<file path="config.mk">
export PLATFORM = sky130hd
export DESIGN_NAME = compare_seq_ctrl
export DESIGN_NICKNAME = d
export VERILOG_FILES = /design/src/rtl/compare_seq_ctrl.sv
export SDC_FILE = /design/constraint.sdc
export NUM_CORES = 1
export LEC_CHECK = 0
export ABC_AREA = 0
export ABC_CLOCK_PERIOD_IN_PS = 1800
export CORE_ASPECT_RATIO = 0.5
export CORE_UTILIZATION = 45
export DETAILED_ROUTE_END_ITERATION = 10
export GPL_TIMING_DRIVEN = 0
export PLACE_DENSITY = 0.76
export SYNTH_ARGS = -nofsm -noshare
export SYNTH_HDL_FRONTEND = slang
export SYNTH_SLANG_ARGS = --single-unit
</file>
<file path="constraint.sdc">
create_clock -name iClk -period 1.8 [get_ports iClk]
set_input_delay 0.36 -clock iClk [delete_from_list [all_inputs] [get_ports iClk]]
set_output_delay 0.36 -clock iClk [all_outputs]
set_load 0.02 [all_outputs]
</file>
<file path="src/rtl/compare_seq_ctrl.sv">
`default_nettype none
// ============================================================================
// Module      : compare_seq_ctrl
// Description : WIDTH-bit magnitude compare built by time-sharing a single
//               external 4-bit cascadable comparator, one nibble per cycle,
//               LSB-first, with each result fed back as the next cascade.
//               Supports unsigned and two's-complement operands, returns a
//               one-hot {gt,lt,eq} result with a done pulse, and flags
//               malformed comparator responses.
// Revision    : 1.0 - initial release
// ============================================================================
module compare_seq_ctrl #(
    parameter int WIDTH = 16   // multiple of 4, at least 8
) (
    input  logic             iClk,
    input  logic             iRst_n,
    input  logic             iStart,
    input  logic             iSigned,
    input  logic [WIDTH-1:0] iA,
    input  logic [WIDTH-1:0] iB,
    output logic             oBusy,
    output logic             oDone,
    output logic [2:0]       oResult,
    output logic             oErr,
    output logic [3:0]       oCmpA,
    output logic [3:0]       oCmpB,
    output logic [2:0]       oCmpCas,
    input  logic [2:0]       iCmpRes
);

    localparam int NIB   = WIDTH / 4;
    localparam int CNT_W = $clog2(NIB);
    localparam int IDX_W = CNT_W + 2;

    localparam logic [CNT_W-1:0] LAST_NIB = CNT_W'(NIB - 1);
    localparam logic [2:0]       CAS_EQ   = 3'b001;

    typedef enum logic [0:0] {
        S_IDLE = 1'b0,
        S_RUN  = 1'b1
    } state_t;

    state_t            state_q, state_d;
    logic [WIDTH-1:0]  regA_q, regA_d;
    logic [WIDTH-1:0]  regB_q, regB_d;
    logic              signed_q, signed_d;
    logic [CNT_W-1:0]  cnt_q, cnt_d;
    logic [2:0]        cas_q, cas_d;
    logic [2:0]        result_q, result_d;
    logic              done_q, done_d;
    logic              err_q, err_d;

    logic              w_last;
    logic [IDX_W-1:0]  w_idx;
    logic [3:0]        w_nib_a;
    logic [3:0]        w_nib_b;
    logic              w_flip;
    logic              w_onehot;

    // Select the current nibble; in signed mode the top nibble's MSB is
    // inverted so an unsigned nibble compare yields two's-complement order.
    always_comb begin
        w_last   = (cnt_q == LAST_NIB);
        w_idx    = {cnt_q, 2'b00};
        w_nib_a  = regA_q[w_idx +: 4];
        w_nib_b  = regB_q[w_idx +: 4];
        w_flip   = signed_q & w_last;
        w_onehot = (iCmpRes == 3'b100) || (iCmpRes == 3'b010) || (iCmpRes == 3'b001);
    end

    // Comparator drive: quiet nibbles and a neutral cascade while idle.
    always_comb begin
        oCmpA   = 4'h0;
        oCmpB   = 4'h0;
        oCmpCas = CAS_EQ;
        if (state_q == S_RUN) begin
            oCmpA   = w_nib_a ^ {w_flip, 3'b000};
            oCmpB   = w_nib_b ^ {w_flip, 3'b000};
            oCmpCas = cas_q;
        end
    end

    // Next-state and datapath update for the IDLE/RUN sequencer.
    always_comb begin
        state_d  = state_q;
        regA_d   = regA_q;
        regB_d   = regB_q;
        signed_d = signed_q;
        cnt_d    = cnt_q;
        cas_d    = cas_q;
        result_d = result_q;
        done_d   = 1'b0;
        err_d    = err_q;
        case (state_q)
            S_IDLE: begin
                if (iStart) begin
                    state_d  = S_RUN;
                    regA_d   = iA;
                    regB_d   = iB;
                    signed_d = iSigned;
                    cnt_d    = '0;
                    cas_d    = CAS_EQ;
                    err_d    = 1'b0;
                end
            end
            S_RUN: begin
                cas_d = iCmpRes;
                if (!w_onehot) begin
                    err_d = 1'b1;
                end
                if (w_last) begin
                    // A malformed response is passed to the result unchanged.
                    result_d = iCmpRes;
                    done_d   = 1'b1;
                    state_d  = S_IDLE;
                end else begin
                    cnt_d = cnt_q + 1'b1;
                end
            end
            default: begin
                state_d = S_IDLE;
            end
        endcase
    end

    // State and datapath registers; reset discards any compare in flight.
    always_ff @(posedge iClk or negedge iRst_n) begin
        if (!iRst_n) begin
            state_q  <= S_IDLE;
            regA_q   <= '0;
            regB_q   <= '0;
            signed_q <= 1'b0;
            cnt_q    <= '0;
            cas_q    <= CAS_EQ;
            result_q <= 3'b000;
            done_q   <= 1'b0;
            err_q    <= 1'b0;
        end else begin
            state_q  <= state_d;
            regA_q   <= regA_d;
            regB_q   <= regB_d;
            signed_q <= signed_d;
            cnt_q    <= cnt_d;
            cas_q    <= cas_d;
            result_q <= result_d;
            done_q   <= done_d;
            err_q    <= err_d;
        end
    end

    // Status outputs come straight from registers.
    always_comb begin
        oBusy   = (state_q == S_RUN);
        oDone   = done_q;
        oResult = result_q;
        oErr    = err_q;
    end

endmodule
`default_nettype wire

</file>
* After elaboration in Yosys (flattened, before gate mapping) *
Cells that the tools add are included.

operators by class
  add/sub/neg operators = 1
  equality and inequality tests = 7
  shift-type cells = 2
  muxes and demuxes = 16
  bitwise operators = 4
  reduce and logical (&&, ||, !) cells = 6

operator list
  kind                   number
  $shiftx A16 B5 Y4      2
  $mux W4                2
  $reduce_and A2 Y1      4
  $xor A4 B4 Y4          2
  $mux W1                6
  $mux W3                2
  $ne A2 B2 Y1 const B   3
  $pmux W3 S2            1
  $mux W2                2
  $pmux W1 S2            2
  $pmux W2 S2            1
  $eq A3 B1 Y1 const B   1
  $eq A3 B2 Y1 const B   1
  $eq A3 B3 Y1 const B   1
  $add A2 B1 Y2 const B  1
  $eq A2 B2 Y1 const B   1
  $logic_or A1 B1 Y1     2
  $and A1 B1 Y1          1
  $not A1 Y1             1

word-level totals
  register bits = 44
  bits of input ports = 39
  output and inout port bits = 17
  word-level logic and storage cells = 45

* Depth between registers and ports, before layout *
  word-level depth = 5
  gate-level depth with buffers = 4
  gate-level depth less buffers = 4

* Least setup slack after synthesis *
OpenSTA, ideal clock, no wires.

  path kind = reg-to-output
  start = register cnt_q[0]
  end = output oCmpA[3]
  arrival time = 1.358 ns
  required time = 1.440 ns
  path slack = 0.082 ns
  cell stages (with the launch flop) = 5
  path buffers = 1
  cell sequence = dfrtp_1 -> buf_6 -> mux4_2 -> xnor2_1 -> and2_1

between the ends
  longest elaborated chain between the ends = 4
  elaborated cells on any way between the ends = 5
  those cells by class = eq/ne (1); shift (1); mux (1); bitwise (2)

ends and longest elaborated chain
  item                                                                       line  RTL
  start, declared                                                            47    logic [CNT_W-1:0] cnt_q, cnt_d;
  start signal, assigned                                                     143   cnt_q <= cnt_d;
  parallel branches: the longest is 2 deep, another holds $shiftx A16 B5 Y4  n/a
  $xor A4 B4 Y4 *                                                            77    oCmpA = w_nib_a ^ {w_flip, 3'b000};
  $mux W4 *                                                                  76    if (state_q == S_RUN) begin
  end, declared                                                              25    output logic [3:0] oCmpA,

Mark *: on every way between the ends.

* Worst setup path after layout *
Same ends and word-level chain as after synthesis.

==> results.cfg <==
[power_and_ir_drop]
p_leak_nw = 1.180
ir_drop_mv = 0.7333
cellPowerDensity_nw_per_um2 = 1833
totalPowerFinal_w = 0.005121

[timing]
drv_slew = 0
max_slew_margin = 0.6187
rsz0062_at_grt = yes
holdWs_ps = 439.1
finalSetupViolCount = 8
fin_crit_ps = 2120
hold_viol_final = 0
setup_slack_ps = -319.8
max_freq_mhz = 471.7
finClkSkew_ps = 4.482
tightest_slew_ps = 571.9
post-route-period-util = 1.178

[flow_run]
cap_violations = 0

[cts]
tritoncts.num_buffers = 5
insertion_delay_ps = 290
cts_buffer_depth = 2
cts-htree-levels = 2
path_clk_slew_ps = 80
clockRootBuffer = clkbuf_8
tritoncts = yes
cts.sinks = 44

[die]
dieHeight_um = 49.21
dieWidth_um = 96.42
coreArea_um2 = 4084
dieArea_um2 = 4744
ios = 56
initial_utilization = 0.4911
num_rows = 16

[place]
gp_congestion = 0.7161
port_buffers = 55
post-place-cells = 246
hpwl_um = 2785
dp_slack_ps = -501.2

[synth]
synth-edff-count = 0
synthTopCellsByArea = dfrtp_1, mux2_2, mux4_1
synth_seq_area_share = 0.5496
yosys_warnings = 0
synth_nets = 176
synth_top_cell_by_area = dfrtp_1
synth_ff_type = dfrtp_1
synth_top_area_share = 0.5365
yosysMostFrequentCell = dfrtp_1
synth_area_um2 = 2006
synth_cell_types = 23
ys_ff_latch = 44
synth_cells = 136
netlist_top_cells_count = dfrtp_1, mux2_2, and2_1
synth_area_per_cell_um2 = 14.75
async_reset_ff_frac = 1.000

[global_routing]
grt-ovfl-total = 0
grt_pass1_vias = 1365
track_usage = 0.1889
grt_max_degree = 38
grt_pass1_wl_um = 6541
antenna_found_initial = 0

[detailed_routing]
drt-pass1-iter-count = 4
wl_per_cell_um = 15.30
viasPerCell = 5.118
drc_errors = 0
route.antenna.remaining_nets = 0
wl_um = 4008
vias = 1341
drtIter0Drc = 16

[finish]
area_growth_pct = 39.30
drive_above_1_share = 0.4183
multi_input_area_um2 = 840.8
fillerInstances = 317
fin_util = 0.6841
fin_nets = 248
diodes = 0
seq_area_um2 = 1105
final_cells = 262

[setup_path]
crit_start = cnt_q[0]
crit_fanout = 5
r2r_start = oBusy
required_ps = 1440
end_kind = output pin
arrival_ps = 1760
start_kind = flop
worst-setup-path-type = reg -> out

[status]
violations = setup timing
status = finished with violations

[worst_hold_path]
holdCritPathClass = in -> async
## worst max-delay path, stage by stage (launching register included)
cell,delay (ps)
dfrtp_2,400
buf_6,140
mux4_2,500
xnor2_1,130
and2_1,160
buf_6,130
## path summary, 6_finish.rpt
kind,end,slack [ps],cells after the start
setup / recovery,oCmpA[3],-320,5
hold / removal,regB_q[0],440,2
setup reg to reg,regB_q[14],330,4
hold reg to reg,cas_q[2],500,1
max in group asynchronous,cas_q[0],850,3
min in group iClk,cas_q[2],500,1
## where the power goes
part / internal [W] / switching, W
combinational: 0.00169 / 0.00109
sequential: 0.00149 / 0.000269
clock: 0.000264 / 0.000315
## area by class of cell
cell class / count / area share
flip-flops and latches: 44 / 0.3954
clock buffers: 6 / 0.02597
plain buffers: 8 / 0.01881
repair buffers: 65 / 0.2315
clock inverters: 1 / 0.001791
inverters: 1 / 0.001343
well taps: 54 / 0.02418
multi-input cells: 83 / 0.3009
## cells by family (layout without fill, tap and decap cells)
family,after synthesis,after routing,share of synthesized area
compound gates,6,6,0.01684
xor+xnor,4,4,0.01747
fa+ha+maj,1,1,0.006237
buf+inv,9,81,0.02745
flops,44,44,0.5496
mux,45,45,0.3088
simple gates,27,27,0.07362
## sequential cells by signal, indices dropped and copies added, names as in the netlist
name,cells
cas_q,3
oDone,1
oResult,3
signed_q,1
oErr,1
regA_q,16
regB_q,16
cnt_q,2
oBusy,1
## timing repair
item	CTS	global route
setup endpoints to repair	11	10
resized for setup	60	13
buffers inserted	4	3
pin swaps	1	1
hold buffers	1	0
cloned	1	0
endpoints found under the hold margin	7	0
## layout by cell type, fill, tap and decap left out, drive strengths merged
cell | Yosys | final
clkinv | 0 | 1
clkbuf | 2 | 8
nand2 | 6 | 6
dlygate4sd2 | 0 | 1
o21ai | 4 | 4
inv | 1 | 1
and2 | 10 | 10
xnor2 | 4 | 4
nand2b | 3 | 3
or3b | 1 | 1
dlygate4sd3 | 0 | 1
buf | 6 | 25
mux2 | 37 | 37
mux4 | 8 | 8
a22o | 1 | 1
nor2 | 3 | 3
dfstp | 1 | 1
nor2b | 1 | 1
clkdlybuf4s15 | 0 | 1
clkdlybuf4s50 | 0 | 43
a21oi | 1 | 1
nor3 | 2 | 2
dfrtp | 43 | 43
ha | 1 | 1
or2b | 1 | 1
## metal layers
| layer | vias up | wire (µm) | track usage |
|---|---|---|---|
| li1 | 620 | - | - |
| met1 | 682 | 1733 | 0.2459 |
| met2 | 31 | 2060 | 0.3144 |
| met3 | 8 | 171 | 0.04829 |
| met4 | 0 | 42 | 0.05147 |
| met5 | - | 0 | 0 |
## through the flow
step | TNS [ps] | area [µm²]
after detailed placement | -8187 | 2639
after CTS | -2566 | 2763
after global routing | -2551 | 2794
final | -2055 | 2794
after floorplan | 0 | 2006
after global placement | -41910 | 2624
No activity file was read; power rests on OpenSTA's default activity.
